File: config.mk
export PLATFORM = sky130hd
export DESIGN_NAME = mem_access_ctrl
export DESIGN_NICKNAME = d
export VERILOG_FILES = /design/src/rtl/mem_access_ctrl.sv
export SDC_FILE = /design/constraint.sdc
export NUM_CORES = 1
export LEC_CHECK = 0
export ABC_AREA = 0
export BUFFER_PORTS_ARGS = -buffer_cell sky130_fd_sc_hd__buf_4
export CELL_PAD_IN_SITES_DETAIL_PLACEMENT = 0
export CELL_PAD_IN_SITES_GLOBAL_PLACEMENT = 1
export CORE_MARGIN = 4
export CORE_UTILIZATION = 35
export CTS_CLUSTER_DIAMETER = 60
export CTS_CLUSTER_SIZE = 8
export DETAILED_ROUTE_END_ITERATION = 12
export PLACE_DENSITY = 0.81
export SKIP_LAST_GASP = 1
export SLEW_MARGIN = 20
export SYNTH_ARGS = -nofsm -noshare
export SYNTH_HDL_FRONTEND = slang
export SYNTH_SLANG_ARGS = --single-unit
File: constraint.sdc
create_clock -name clk -period 1.9 [get_ports clk]
set_input_delay 0.38 -clock clk [delete_from_list [all_inputs] [get_ports clk]]
set_output_delay 0.38 -clock clk [all_outputs]
set_load 0.05 [all_outputs]
File: src/rtl/mem_access_ctrl.sv
// -----------------------------------------------------------------------------
// mem_access_ctrl
//
// Memory-stage bus controller sitting directly after the MMU. For each
// load/store it either raises an exception (MMU fault or misalignment) or runs
// one req/ack transaction on the external memory bus, stalling the pipeline
// while the bus is busy. Load data is returned lane-aligned and sign- or
// zero-extended.
//
// Parameters:
//   TIMEOUT    maximum number of WAIT cycles before aborting with a bus timeout
//
// Ports:
//   clk        clock, all state changes on the rising edge
//   clr        asynchronous active-low reset
//   req        load/store request from the MEM stage (held until stage advances)
//   we         1 = store, 0 = load
//   size       00 byte, 01 half, 10/11 word
//   lsigned    sign-extend load data when 1
//   paddr      physical address from the MMU
//   mmu_error  MMU page-mismatch flag
//   mmu_en     user mode; mmu_error is only honoured when set
//   wdata      right-aligned store data
//   rdata      extended load data, valid in the DONE cycle (registered)
//   stall      pipeline hold request
//   exc        one-cycle exception pulse
//   exc_code   01 MMU fault, 10 misaligned, 11 bus timeout, 00 when exc = 0
//   bus_req    bus request (registered)
//   bus_we     bus write (registered)
//   bus_addr   word-aligned bus address (registered)
//   bus_be     little-endian byte enables (registered)
//   bus_wdata  store data shifted onto the active lanes (registered)
//   bus_ack    slave completion; bus_rdata valid in the same cycle
//   bus_rdata  bus read data
// -----------------------------------------------------------------------------
module mem_access_ctrl #(
  parameter logic [7:0] TIMEOUT = 8'd255
) (
  input  logic        clk,
  input  logic        clr,
  input  logic        req,
  input  logic        we,
  input  logic [1:0]  size,
  input  logic        lsigned,
  input  logic [31:0] paddr,
  input  logic        mmu_error,
  input  logic        mmu_en,
  input  logic [31:0] wdata,
  output logic [31:0] rdata,
  output logic        stall,
  output logic        exc,
  output logic [1:0]  exc_code,
  output logic        bus_req,
  output logic        bus_we,
  output logic [31:0] bus_addr,
  output logic [3:0]  bus_be,
  output logic [31:0] bus_wdata,
  input  logic        bus_ack,
  input  logic [31:0] bus_rdata
);

  localparam logic [1:0] ST_IDLE = 2'd0;
  localparam logic [1:0] ST_WAIT = 2'd1;
  localparam logic [1:0] ST_DONE = 2'd2;

  localparam logic [1:0] CODE_NONE    = 2'b00;
  localparam logic [1:0] CODE_MMU     = 2'b01;
  localparam logic [1:0] CODE_ALIGN   = 2'b10;
  localparam logic [1:0] CODE_TIMEOUT = 2'b11;

  // Select the addressed lane(s) of a right-shifted word and extend them.
  function automatic logic [31:0] extend_load(input logic [31:0] sh,
                                              input logic [1:0]  sz,
                                              input logic        sg);
    logic [31:0] res;
    case (sz)
      2'b00:   res = {{24{sg & sh[7]}}, sh[7:0]};
      2'b01:   res = {{16{sg & sh[15]}}, sh[15:0]};
      default: res = sh;
    endcase
    return res;
  endfunction

  // State and per-transaction context
  logic [1:0]  state_r;
  logic [7:0]  cnt_r;
  logic        tmo_r;
  logic [1:0]  off_r;
  logic [1:0]  size_r;
  logic        sign_r;
  logic        we_r;

  // Combinational decode
  logic        mmu_fault_s;
  logic        misalign_s;
  logic        start_s;
  logic [3:0]  be_s;
  logic [31:0] wdata_sh_s;
  logic [8:0]  cnt_next_s;
  logic        ack_s;
  logic        tmo_hit_s;
  logic [31:0] rd_shift_s;
  logic [31:0] rd_ext_s;
  logic        stall_s;
  logic        exc_s;
  logic [1:0]  exc_code_s;

  // Fault and alignment checks against the live request.
  always_comb begin
    mmu_fault_s = mmu_en & mmu_error;
    misalign_s  = 1'b0;
    case (size)
      2'b00:   misalign_s = 1'b0;
      2'b01:   misalign_s = paddr[0];
      default: misalign_s = (paddr[1:0] != 2'b00);
    endcase
    start_s = (state_r == ST_IDLE) & req & ~mmu_fault_s & ~misalign_s;
  end

  // Byte enables and lane-shifted store data for the request being launched.
  always_comb begin
    be_s = 4'b0000;
    case (size)
      2'b00:   be_s = 4'b0001 << paddr[1:0];
      2'b01:   be_s = 4'b0011 << paddr[1:0];
      default: be_s = 4'b1111;
    endcase
    wdata_sh_s = wdata << {paddr[1:0], 3'b000};
  end

  // Bus completion / timeout decisions while a transaction is in flight.
  // An ack in the cycle the counter would reach TIMEOUT wins over the timeout.
  always_comb begin
    cnt_next_s = {1'b0, cnt_r} + 9'd1;
    ack_s      = (state_r == ST_WAIT) & bus_ack;
    if (state_r == ST_WAIT) begin
      tmo_hit_s = ~bus_ack & (cnt_next_s >= {1'b0, TIMEOUT});
    end else begin
      tmo_hit_s = 1'b0;
    end
  end

  // Load data extraction uses the offset and size captured at request time.
  always_comb begin
    rd_shift_s = bus_rdata >> {off_r, 3'b000};
    rd_ext_s   = extend_load(rd_shift_s, size_r, sign_r);
  end

  // Pipeline-facing handshake; forced low while reset is asserted so that a
  // reset mid-transaction releases the pipeline immediately.
  always_comb begin
    stall_s    = 1'b0;
    exc_s      = 1'b0;
    exc_code_s = CODE_NONE;
    if (!clr) begin
      stall_s    = 1'b0;
      exc_s      = 1'b0;
      exc_code_s = CODE_NONE;
    end else begin
      case (state_r)
        ST_IDLE: begin
          if (req) begin
            if (mmu_fault_s) begin
              exc_s      = 1'b1;
              exc_code_s = CODE_MMU;
            end else if (misalign_s) begin
              exc_s      = 1'b1;
              exc_code_s = CODE_ALIGN;
            end else begin
              stall_s = 1'b1;
            end
          end else begin
            stall_s = 1'b0;
          end
        end
        ST_WAIT: begin
          stall_s = 1'b1;
        end
        ST_DONE: begin
          if (tmo_r) begin
            exc_s      = 1'b1;
            exc_code_s = CODE_TIMEOUT;
          end else begin
            exc_s = 1'b0;
          end
        end
        default: begin
          stall_s = 1'b0;
        end
      endcase
    end
  end

  assign stall    = stall_s;
  assign exc      = exc_s;
  assign exc_code = exc_code_s;

  // Controller state, timeout counter and pending-timeout flag.
  always_ff @(posedge clk or negedge clr) begin
    if (!clr) begin
      state_r <= ST_IDLE;
      cnt_r   <= 8'd0;
      tmo_r   <= 1'b0;
    end else begin
      case (state_r)
        ST_IDLE: begin
          if (start_s) begin
            cnt_r   <= 8'd0;
            tmo_r   <= 1'b0;
            state_r <= ST_WAIT;
          end else begin
            state_r <= ST_IDLE;
          end
        end
        ST_WAIT: begin
          if (ack_s) begin
            state_r <= ST_DONE;
          end else if (tmo_hit_s) begin
            cnt_r   <= cnt_next_s[7:0];
            tmo_r   <= 1'b1;
            state_r <= ST_DONE;
          end else begin
            cnt_r   <= cnt_next_s[7:0];
          end
        end
        ST_DONE: begin
          // req is still the same instruction here, so it is not sampled.
          tmo_r   <= 1'b0;
          state_r <= ST_IDLE;
        end
        default: begin
          tmo_r   <= 1'b0;
          state_r <= ST_IDLE;
        end
      endcase
    end
  end

  // Registered bus outputs plus the context needed to decode the read data.
  always_ff @(posedge clk or negedge clr) begin
    if (!clr) begin
      bus_req   <= 1'b0;
      bus_we    <= 1'b0;
      bus_addr  <= 32'h0000_0000;
      bus_be    <= 4'b0000;
      bus_wdata <= 32'h0000_0000;
      off_r     <= 2'b00;
      size_r    <= 2'b00;
      sign_r    <= 1'b0;
      we_r      <= 1'b0;
    end else begin
      case (state_r)
        ST_IDLE: begin
          if (start_s) begin
            bus_req   <= 1'b1;
            bus_we    <= we;
            bus_addr  <= {paddr[31:2], 2'b00};
            bus_be    <= be_s;
            bus_wdata <= wdata_sh_s;
            off_r     <= paddr[1:0];
            size_r    <= size;
            sign_r    <= lsigned;
            we_r      <= we;
          end else begin
            bus_req <= 1'b0;
          end
        end
        ST_WAIT: begin
          if (ack_s || tmo_hit_s) begin
            bus_req <= 1'b0;
          end else begin
            bus_req <= 1'b1;
          end
        end
        ST_DONE: begin
          bus_req <= 1'b0;
        end
        default: begin
          bus_req <= 1'b0;
        end
      endcase
    end
  end

  // Load result register; stores and timeouts leave it untouched.
  always_ff @(posedge clk or negedge clr) begin
    if (!clr) begin
      rdata <= 32'h0000_0000;
    end else begin
      if (ack_s && !we_r) begin
        rdata <= rd_ext_s;
      end else begin
        rdata <= rdata;
      end
    end
  end

endmodule
# Word-level counts from Yosys, hierarchy flattened
# Cells that the tools add are included.
dict set report classes {
  shifts 4
  muxes 35
  n_eq_ne 8
  bitwise_logic 11
  order_cmp 1
  reduce_logical 11
  n_addsub 1
}
# operator count
set ops {}
lappend ops {{case mux 32 bit (2 select lines)} 1}
lappend ops {{left shift 32 x 5 -> 32 bit} 1}
lappend ops {{right shift 32 x 5 -> 32 bit} 1}
lappend ops {{two-way mux 1 bit} 16}
lappend ops {{two-way mux 8 bit} 2}
lappend ops {{case mux 8 bit (2 select lines)} 1}
lappend ops {{two-way mux 2 bit} 7}
lappend ops {{case mux 1 bit (2 select lines)} 5}
lappend ops {{adder 8 x 1 -> 9 bit, second input constant} 1}
lappend ops {{>= comparator 9 x 8 -> 1 bit, second input constant} 1}
lappend ops {{AND 1 bit} 8}
lappend ops {{case mux 2 bit (2 select lines)} 2}
lappend ops {{case mux 4 bit (2 select lines)} 1}
lappend ops {{equality test 2 x 1 -> 1 bit, second input constant} 3}
lappend ops {{logical NOT 2 bit} 3}
lappend ops {{inequality test 2 bit, second input constant} 3}
lappend ops {{AND reduction 3 bit} 2}
lappend ops {{nonzero test 2 bit} 2}
lappend ops {{left shift 1 x 2 -> 4 bit, first input constant} 1}
lappend ops {{left shift 2 x 2 -> 4 bit, first input constant} 1}
lappend ops {{inequality test 3 bit, second input constant} 1}
lappend ops {{NOT 1 bit} 3}
lappend ops {{equality test 2 bit, second input constant} 1}
lappend ops {{AND reduction 2 bit} 1}
lappend ops {{3 further kinds} 3}
dict set report totals {
  input_bits 106
  regBits 116
  out_inout_bits 106
  elab_cells 83
}

# Depth between registers and ports, before layout
dict set report logic_depth {
  depth_word 7
  ltp_mapped 7
  mapped_depth_nobuf 6
}

# Worst setup path before layout
# Ideal clock, no wire load.
dict set report synth_timing {
  path_kind {register to output}
  from {reg state_r[1]}
  to {out stall}
  slack_ns -0.773
  required_ns 1.520
  stages_incl_launch_ff 6
  path_buffers 1
  arrival_ns 2.293
  path_cell_list {dfrtp_1 > nor2b_1 > nand4_2 > buf_4 > nor2b_1 > nor3b_1}
}
dict set report synth_between {
  elab_chain_len 3
  elab_cells_between_ends 4
  cone_classes {1 x eq/ne; 2 x mux; 1 x reduce/logical}
}
# element line_no
set synth_lines {}
lappend synth_lines {{start: declaration} 85} ;# logic [1:0] state_r;
lappend synth_lines {{start signal: assignment} 201} ;# state_r <= ST_IDLE;
lappend synth_lines {{start signal: assignment} 210} ;# state_r <= ST_WAIT;
lappend synth_lines {{start signal: assignment} 212} ;# state_r <= ST_IDLE;
lappend synth_lines {{equality test 2 x 1 -> 1 bit or logical NOT 2 bit (tied branches)} 160} ;# case (state_r)
lappend synth_lines {{case mux 1 bit (2 select lines) (*)} 160}
lappend synth_lines {{two-way mux 1 bit (*)} 155} ;# if (!clr) begin
lappend synth_lines {{end: declaration} 50} ;# output logic stall,
# Every way passes the cells marked *; elsewhere a longest branch is shown, timed or not.

# Final worst setup path
dict set report layout_timing {
  from {reg state_r[0]}
  to {out stall}
}
# The elaborated chain is that of the path after synthesis.

==> metrics <==
synthesized instance count 543; Via Count 4,986; CTS buffer count 17; WS Path Type register to output port; cell area power density 1525 mW/mm^2; top-area cell type share of the netlist area 0.5108; H-tree Lvls 4; Max VDD drop 0.7585 mV; Placer Congestion 0.8745; crit-path leading delay family simple AND/OR/NAND/NOR gates; Final Instance Area 0.008368 sq mm; largest net degree at the start of global routing 95; most frequent cell after synthesis dfrtp_1; EDFF count, synth 0; via/cell ratio 5.026; CP max-delay cell dfrtp_1; setup TNS -0.2243 ns; CP required 1.52 ns; wire per inst 17.44 um; drt first pass iters 4; crit path time final 2.005 ns; RSZ-0062 raised after global routing yes; CTS tree done; number of DRC markers in iteration 0 297; Post-synth top cells dfrtp_1 (116), nand2_1 (66), mux2_2 (52), nor2_1 (39), o21ai_0 (39); final setup margin -0.1046 ns; chip height 135.4 um; critical-path cell list a21oi_1 > buf_4 > nand4_4 > nor2b_4 > nor3b_4 > buf_6; starting density of the core 0.3578; mapped cell area 0.005683 sq mm; antenna violations before repair 0; max frequency 498.9 MHz; synthesized flop and latch total 116; Seq/Total Area, Yosys 0.5108; Post-DP HPWL 12.68 mm; Finished Layout Cells 992; clock latency on the worst-skew pair 0.41 ns; predominant post-synthesis flop cell dfrtp_1; area leader, netlist dfrtp_1; Area contributors post-synth dfrtp_1 (51%), mux2_2 (10%), mux2i_1 (6.3%), nand2_1 (4.4%), o21ai_0 (3.4%); # rows 46; leakage 0.004027 uW; Final period util 1.055; Setup-failing EPs final 4; grt ovf 0; Ports 212; first-pass GRT wire length 27.11 mm; final hold vios 0; Clock Pin Slew Worst Setup and Hold Paths 0.06 ns; final WL 17.30 mm; CORE AREA 0.01589 sq mm; Worst Max-Slew Pin Slew 0.7229 ns; DRT antenna net count 0; max-cap viol count 0; DP Area 0.007587 sq mm; number of global-route vias before repair 5,133; CP max stage delay 0.38 ns; share of post-route cells with drive strength above 1 0.4381; synth unique cells 52; Post-synth ARST share 1.000; Global Route Usage Sum 0.1871; Ys Warns 0; hold_ws 0.02659 ns; Port-buffer cells 209; # diodes 0; # nets final 871; CTS sink count 116; Avg Inst Size Synth 10.47 sq um; Slew Limit Headroom 0.5171; HP Class input port to async pin; Max Fanout on Critical Path 2; area grow syn2layout 47.25%; die width 135.4 um; root buf cell clkbuf_16; Clock Path Buffers 2; outcome finished with violations; CTS Hold Bufs 0; Worst setup EP type output port; failing checks negative setup slack; die area 0.01834 sq mm; Max Slew Vio Count 0; Remaining DRCs 0; CP bufs+invs 2; Worst Path Arrival 1.62 ns; final worst clock skew 0.008726 ns; placed insts 955; startpoint types register
==> registers in the layout, summed over array words and instances, names as in the netlist <==
name	count
sign_r	1
bus_addr	30
cnt_r	8
off_r	2
bus_req	1
tmo_r	1
bus_be	4
size_r	2
state_r	2
rdata	32
we_r	1
bus_wdata	32
==> per-stage QoR <==
stage                     utilization  setup slack [ns]  total power (uW)
after floorplan                     -           -0.1619              7519
after global placement         0.4776           -0.1372              9343
after detailed placement       0.4776           -0.1641              9457
after CTS                      0.5210           -0.1297             12810
after global routing           0.5268           -0.1770             13370
final                          0.5268           -0.1046             12760
==> logic make-up (layout without fill, tap and decap cells) <==
| family | after synthesis | after routing | synth area share |
|---|---|---|---|
| buffers and inverters | 41 | 273 | 0.03611 |
| adders and majority gates | 2 | 2 | 0.004403 |
| and+or+nand+nor | 174 | 174 | 0.1460 |
| AOI/OAI and AO/OA | 119 | 119 | 0.1301 |
| xor gates and xnor gates | 1 | 1 | 0.001541 |
| DFF | 116 | 116 | 0.5108 |
| other | 1 | 2 | 0.0006599 |
| muxes | 89 | 89 | 0.1704 |
==> layout make-up <==
cell class | instances | area (sq um)
clock inverters | 8 | 122.6
inverters | 2 | 7.507
flip-flops and latches | 116 | 2903
multi-input cells | 387 | 2694
fillers | 1468 | 7517
repair buffers | 239 | 1879
well taps | 216 | 270.3
clock buffers | 24 | 491.7
==> worst paths after layout <==
| check | endpoint | start | slack [ns] | cells after the start |
|---|---|---|---|---|
| max in group asynchronous | bus_wdata[26]$_DFFE_PN0P_ | clr | 1.42 | 2 |
| worst max-delay path | stall | state_r[0]$_DFFE_PN0P_ | -0.10 | 6 |
| worst min-delay path | bus_addr[26]$_DFFE_PN0P_ | clr | 0.03 | 2 |
| worst max register to register | bus_wdata[31]$_DFFE_PN0P_ | state_r[0]$_DFFE_PN0P_ | 0.08 | 7 |
| worst min register to register | bus_wdata[8]$_DFFE_PN0P_ | bus_wdata[8]$_DFFE_PN0P_ | 0.48 | 2 |
| min in group clk | bus_addr[26]$_DFFE_PN0P_ | paddr[26] | 0.20 | 2 |
==> what timing repair did <==
action,in CTS,in global routing
endpoints found under the hold margin,0,0
buffers inserted,2,4
gates cloned,0,1
pin swaps,7,4
endpoints found under the setup margin,4,46
gates resized for setup,14,9
==> per-layer routing <==
| layer | vias to the layer above | wire (um) | part of all wire | global-route usage |
|---|---|---|---|---|
| met4 | 0 | 206 | 0.012 | 0.05431 |
| met5 | - | 0 | 0 | 0 |
| met2 | 187 | 8418 | 0.49 | 0.3025 |
| met3 | 17 | 1350 | 0.078 | 0.06055 |
| li1 | 2373 | - | - | - |
| met1 | 2409 | 7323 | 0.42 | 0.2412 |
==> layout by cell type, fill, tap and decap left out, types with 3 or more instances in the layout <==
master,Yosys,routed
buf_4,3,229
dfrtp_1,116,116
nand2_1,66,64
mux2_2,52,52
nor2_1,39,39
o21ai_0,39,39
mux2i_1,36,36
a21oi_1,37,35
nand3_1,22,20
clkbuf_16,0,18
nor2b_1,17,15
a221o_1,9,9
and2_1,8,8
a211oi_1,8,8
o31ai_1,8,8
buf_6,2,6
a31oi_1,5,4
clkbuf_8,0,4
o21a_1,3,3
nand4_1,3,3
bufinv_16,0,3
clkbuf_1,10,3
clkinvlp_4,0,3
==> report_power, final <==
part           leakage [uW]  internal [uW]  switching [uW]
Combinational       0.00228           1940            3810
Clock              0.000292           2200            1090
Sequential          0.00145           3220             511
Note: power is estimated with default switching activity, not from simulation.
